$ cat src/rtl/stream_accumulator.sv
// Frame accumulator: sums COUNT n-bit operands through a carry-lookahead adder and
// holds the result with a sticky carry flag. Define STREAM_ACCUMULATOR_SATURATE_EN to saturate.

module nBitCarryLookAheadAdder #(
    parameter int unsigned n = 4
) (
    input  logic [n-1:0] a,
    input  logic [n-1:0] b,
    output logic [n:0]   total
);

    logic [n-1:0] gen;
    logic [n-1:0] prop;
    logic [n:0]   carry;
    logic         chain;

    assign gen  = a & b;
    assign prop = a ^ b;

    // Each carry is expanded from generate/propagate terms only, no ripple dependency.
    always_comb begin
        carry    = '0;
        chain    = 1'b0;
        carry[0] = 1'b0;
        for (int i = 0; i < int'(n); i++) begin
            carry[i+1] = gen[i];
            chain      = prop[i];
            for (int j = i - 1; j >= 0; j--) begin
                carry[i+1] = carry[i+1] | (chain & gen[j]);
                chain      = chain & prop[j];
            end
        end
    end

    assign total = {carry[n], prop ^ carry[n-1:0]};

endmodule

module stream_accumulator #(
    parameter int unsigned n     = 4,
    parameter int unsigned COUNT = 8
) (
    input  logic         clk,
    input  logic         rst_n,
    input  logic         start,
    input  logic         in_valid,
    input  logic [n-1:0] in_data,
    output logic         in_ready,
    output logic         out_valid,
    output logic [n-1:0] out_data,
    output logic         out_overflow,
    input  logic         out_ready,
    output logic         busy
);

    localparam int unsigned CNT_W = $clog2(COUNT + 1);

    typedef enum logic [1:0] {
        IDLE = 2'd0,
        ACC  = 2'd1,
        DONE = 2'd2
    } state_t;

    state_t           state_q, state_d;
    logic [n-1:0]     acc_q, acc_d;
    logic [CNT_W-1:0] cnt_q, cnt_d;
    logic             ovf_q, ovf_d;
    logic [n:0]       total;
    logic             xfer;

    nBitCarryLookAheadAdder #(
        .n(n)
    ) u_add (
        .a    (acc_q),
        .b    (in_data),
        .total(total)
    );

    assign xfer = in_valid & in_ready;

    always_ff @(posedge clk) begin
        if (!rst_n) begin
            state_q <= IDLE;
            acc_q   <= '0;
            cnt_q   <= '0;
            ovf_q   <= 1'b0;
        end else begin
            state_q <= state_d;
            acc_q   <= acc_d;
            cnt_q   <= cnt_d;
            ovf_q   <= ovf_d;
        end
    end

    always_comb begin
        state_d = state_q;
        acc_d   = acc_q;
        cnt_d   = cnt_q;
        ovf_d   = ovf_q;
        case (state_q)
            IDLE: begin
                if (start) begin
                    state_d = ACC;
                    acc_d   = '0;
                    cnt_d   = '0;
                    ovf_d   = 1'b0;
                end
            end
            ACC: begin
                if (xfer) begin
                    cnt_d = cnt_q + CNT_W'(1);
                    ovf_d = ovf_q | total[n];
`ifdef STREAM_ACCUMULATOR_SATURATE_EN
                    // Once any carry is seen the sum stays pinned at all-ones.
                    acc_d = (total[n] | ovf_q) ? {n{1'b1}} : total[n-1:0];
`else
                    acc_d = total[n-1:0];
`endif
                    if (cnt_q == CNT_W'(COUNT - 1)) begin
                        state_d = DONE;
                    end
                end
            end
            DONE: begin
                if (out_ready) begin
                    state_d = IDLE;
                end
            end
            default: begin
                state_d = IDLE;
            end
        endcase
    end

    // Outputs decode directly from registered state; result is masked outside DONE.
    assign in_ready     = (state_q == ACC);
    assign out_valid    = (state_q == DONE);
    assign busy         = (state_q != IDLE);
    assign out_data     = out_valid ? acc_q : '0;
    assign out_overflow = out_valid & ovf_q;

endmodule

$ cat config.mk
export PLATFORM = sky130hd
export DESIGN_NAME = stream_accumulator
export DESIGN_NICKNAME = d
export VERILOG_FILES = /design/src/rtl/stream_accumulator.sv
export SDC_FILE = /design/constraint.sdc
export NUM_CORES = 1
export LEC_CHECK = 0
export BUFFER_PORTS_ARGS = -buffer_cell sky130_fd_sc_hd__buf_2
export CORE_MARGIN = 8
export CORE_UTILIZATION = 50
export DETAILED_ROUTE_END_ITERATION = 7
export PLACE_DENSITY = 0.83
export SYNTH_ARGS = -nofsm -noshare
export SYNTH_HDL_FRONTEND = slang
export SYNTH_HIERARCHICAL = 1
export SYNTH_SLANG_ARGS = --single-unit
$ cat constraint.sdc
create_clock -name clk -period 1.5 [get_ports clk]
set_clock_uncertainty 0.05 [all_clocks]
set_input_delay 0.075 -clock clk [delete_from_list [all_inputs] [get_ports clk]]
set_output_delay 0.075 -clock clk [all_outputs]
set_load 0.005 [all_outputs]
* After elaboration in Yosys (flattened, before gate mapping)
Cells that the tools add are included.
** Cells by class
- $add $sub $neg :: 1
- Eq/ne operators :: 7
- Mux-type cells :: 14
- Bitwise logic cells :: 21
- Reduce and logical (&&, ||, !) cells :: 5
** Operators with widths (count)
- 4-bit 2-to-1 mux :: 4
- 4-bit case mux with 2 select lines :: 2
- 1-bit bitwise AND :: 11
- 2-bit 2-to-1 mux :: 4
- 4-bit XOR :: 2
- 1-bit bitwise OR :: 7
- 2-bit by 1-bit != test with 1-bit output (second input constant) :: 3
- 2-bit case mux with 3 select lines :: 1
- 4-bit by 1-bit adder with 4-bit output (second input constant) :: 1
- 4-bit bitwise AND :: 1
- 4-bit by 3-bit == test with 1-bit output (second input constant) :: 1
- 4-bit AND reduction :: 1
- 2-bit nonzero test :: 2
- 3-bit AND reduction :: 1
- 2-bit by 1-bit == test with 1-bit output (second input constant) :: 1
- 2-bit == test (second input constant) :: 1
- 2-bit zero test :: 1
- 1-bit 2-to-1 mux :: 2
- 2-bit != test (second input constant) :: 1
- 1-bit case mux with 2 select lines :: 1
** Storage, ports and cells
- Register bits after elaboration :: 11
- Input bits :: 9
- Output and inout bits :: 8
- Logic and storage cells :: 52

* Longest topological paths before layout
- Depth after elaboration :: 8
- Mapped depth :: 6

* Modules after synthesis
The synthesis kept the hierarchy.
** By module, submodules not included
- stream_accumulator :: times used 1, cells each 58, area each 554.3 um^2
- nBitCarryLookAheadAdder :: times used 1, cells each 15, area each 123.9 um^2

* Worst setup path after synthesis
No wires, ideal clock.
- Path kind :: register -> register
- From :: reg acc_q[0]
- To :: reg acc_q[1]
- Library setup time :: 0.117 ns
- Arrival time :: 1.208 ns
- Required time :: 1.333 ns
- Path slack :: 0.124 ns
- Cell stages (with the launch flop) :: 6
- Path buffers :: 0
- Period minus slack after synthesis :: 1.376 ns
- Cell sequence :: dfxtp_1 ha_1 inv_1 fa_1 inv_1 a32o_1
** On the way
- Longest elaborated chain between the ends :: 4
** Ends and longest elaborated chain
- from (decl) :: RTL line 65 : logic [n-1:0] acc_q, acc_d;
- from (signal assigned) :: RTL line 84 : acc_q <= '0;
- from (signal assigned) :: RTL line 89 : acc_q <= acc_d;
- 4-bit bitwise AND :: RTL line 17 : assign gen = a & b;
- 4-bit XOR :: RTL line 35 : assign total = {carry[n], prop ^ carry[n-1:0]};
- net total[1] :: RTL line 68 : logic [n:0] total;
- 4-bit 2-to-1 mux :: RTL line 110 : if (xfer) begin
- 4-bit case mux with 2 select lines :: RTL line 100 : case (state_q)
The timed path passes the listed nets, and every way through them passes these cells. The select of a mux whose other input is x is not followed.
A chain may end at the register's enable or synchronous reset.

* Worst setup path in the final report
Same ends and word-level chain as after synthesis.

==> run_results.csv <==
group,metric,value,unit
worst_setup_path,critPathKind,"reg2reg",
global_route,antenna_found_initial,0,
finish,final_cell_mix,"buf_2 (16), dfxtp_1 (9)",
clocking,cts_buffers,3,
min_path,holdCritStartpoint,"in_data[0]",
worst_setup_path,rr_startpoint,"acc_q[0]",
timing,fmax,694,MHz
clocking,cts_root_buf,"clkbuf_4",
timing,rsz0062_at_grt,"false",
floorplanning,die_area,2790,um^2
place,hpwl,1020,um
synthesis,synth.distinct_cells,32,
finish,layout_commonest_cell,"buf_2",
timing,slew_violations,0,
clocking,ctsLongestPathBuffers,2,
finish,diodes,0,
timing,finalCritPeriodShare,96.0,%
routing,vias,575,
synthesis,syn_area,678,um^2
power,swShare,26.0,%
worst_setup_path,cp_max_fo,3,
global_route,track_usage,10.7,%
synthesis,yosys_warnings,6,
routing,routedWlPerCell,13.3,um
power,ir_drop,0.383,mV
global_route,grt_pass1_vias,541,
power,clkPwrFrac,35.0,%
synthesis,synth_top_family_by_area,"simple AND/OR/NAND/NOR gates",
worst_setup_path,endpoint_kind,"flip-flop",
global_route,grt_pass1_wl,2200,um
synthesis,ys_seq_elements,11,
synthesis,syn-num-nets,88,
worst_setup_path,required,1.62,ns
worst_setup_path,crit_path_max_incr_delay,0.48,ns
timing,period_needed,1.44,ns
floorplanning,rows,13,
power,p_sw,155,uW
power,combPwrFrac,12.9,%
routing,first_iter_violations,10,
timing,tightest_slew,0.309,ns
finish,final_nets,104,
synthesis,synth_xor_area_share,2.58,%
worst_setup_path,crit_path_start_kind,"flip-flop",
worst_setup_path,crit_start,"acc_q[0]",
clocking,path_clk_slew,0.07,ns
finish,syn_to_final_growth,13.7,%
routing,vias_per_cell,5.58,
clocking,clk_latency,0.28,ns
floorplanning,ioPinCount,17,
finish,drive_above_1_share,29.5,%
synthesis,synth_compound_area_share,14.2,%
clocking,cts_setup_buffers,0,
global_route,grt_max_degree,15,
global_route,grt-ovfl-total,0,
min_path,hold_path.class,"in2reg",
floorplanning,die_x,52.8,um
worst_setup_path,cpMostUsedCell,"inv_1",
routing,drc,0,
synthesis,seq_area_frac_synth,32.5,%
synthesis,synth_mux_area_share,4.43,%
routing,ant_nets,0,
place,portBuffers,16,
timing,hold_ws,0.0684,ns
worst_setup_path,path_cells,"ha_1, inv_1, fa_1, inv_1, a32o_1",
power,p_int,440,uW
worst_setup_path,critPathArrivalTime,1.56,ns
worst_setup_path,crit_slowest_cell,"fa_1",
timing,finalHoldViolCount,0,
power,p_seq_share,52.1,%
clocking,clkSinkCount,11,
clocking,cts_tree,"done",
timing,fin_tns_setup,0,ns
worst_setup_path,worst_path_dominant_cell_family,"adder cells",
synthesis,syn-mean-instance-area,9.29,um^2
place,gp_congestion,0.739,
run_status,status,"finished, final reports clean",
timing,relSlewSlack,79.4,%
synthesis,synthSimpleGateAreaFrac,25.1,%
worst_setup_path,critPathBufInv,2,
synthesis,synth_adder_area_share,12.2,%
clocking,htree_levels,1,
routing,drt-total-wl,1370,um
flow_run,drv_cap,0,
floorplanning,start_util,52.8,%
power,p_leak,0.381,nW
floorplanning,coreArea,1280,um^2
floorplanning,die_y,52.8,um
routing,first_pass_iters,5,
timing,setup_viol,0,
power,power_density,773,nW/um^2
synthesis,synthCells,73,
==> cells by family after synthesis <==
| family | after synthesis |
|---|---|
| mux | 3 |
| xor+xnor | 2 |
| compound gates | 12 |
| flops | 11 |
| buf+inv | 10 |
| fa+ha+maj | 6 |
| simple gates | 29 |
==> state kept, by name, summed over array words and instances (netlist names) <==
register / flops
acc_q: 4
cnt_q: 4
ovf_q: 1
state_q: 2
==> synthesized netlist by cell type <==
library cell	number	share of area, %
a21oi_1	2	1.5
nor4b_1	1	1.3
or2_2	1	0.92
or3b_2	1	1.3
a32o_1	5	7.4
nand4b_1	1	1.3
xnor2_1	1	1.3
xor2_1	1	1.3
and3b_2	1	1.5
nand4_1	1	0.92
mux2i_1	3	4.4
buf_6	3	5.0
and4b_1	1	1.5
clkbuf_1	1	0.55
nor2b_1	3	2.8
nand2b_1	1	0.92
dfxtp_1	11	32
or2_1	1	0.92
nor2_1	5	2.8
o21ai_0	1	0.74
a21o_1	1	1.1
nor3_1	1	0.74
inv_1	5	2.8
ha_1	5	9.2
o211ai_1	1	1.1
o21a_1	1	1.1
fa_1	1	3.0
buf_2	1	0.74
a31o_2	1	1.3
nand3_1	2	1.5
and2_1	5	4.6
nand2_1	4	2.2
==> layout make-up <==
class                           instances  area, um^2
Clock buffer                            4        26.3
Sequential cell                        11         223
Inverter                                5        18.8
Multi-Input combinational cell         52         404
Tap cell                               15        18.8
Fill cell                             114         514
Timing Repair Buffer                   16        80.1
==> layer usage <==
metal / share of wire, % / GRT usage (%) / vias to the layer above / wire, um
li1: - / - / 286 / -
met1: 43 / 11.1 / 268 / 593
met2: 46 / 16.6 / 17 / 624
met3: 9.1 / 3.98 / 4 / 124
met4: 2.0 / 9.05 / 0 / 27
met5: 0 / 0 / - / 0
==> what timing repair did <==
item | 4_1_cts | 5_1_grt
endpoints found under the setup margin | 6 | 4
gates resized for setup | 2 | 2
hold buffers | 0 | 0
==> worst min-delay path, stage by stage <==
cell    delay [ns]
buf_2         0.08
ha_1          0.11
a32o_1        0.11
==> power by group through the flow <==
stage                     registers (mW)  clock network [mW]  logic (mW)
after floorplan                    0.312                   0      0.0625
after global placement             0.316                   0      0.0735
after detailed placement           0.316                   0      0.0765
after CTS                          0.310               0.217      0.0768
after global routing               0.312               0.233      0.0856
final                              0.310               0.208      0.0767
==> final timing paths <==
kind	endpoint	cells after the start	slack (ns)
setup / recovery	acc_q[1]	5	0.06
hold / removal	acc_q[0]	3	0.07
setup reg to reg	acc_q[1]	5	0.06
hold reg to reg	ovf_q	2	0.41
==> stage by stage <==
step	utilization [%]	total power, mW	cells	cell area (um^2)	worst slack, ns
detailed placement	57.2	0.393	99	734	0.0581
finish	60.0	0.595	103	771	0.0595
CTS	59.8	0.604	103	768	0.0437
global placement	57.2	0.389	99	734	0.103
floorplan	-	0.374	73	678	0.124
global route	60.0	0.631	103	771	0.00528
Power figures use the tool's default switching activity.
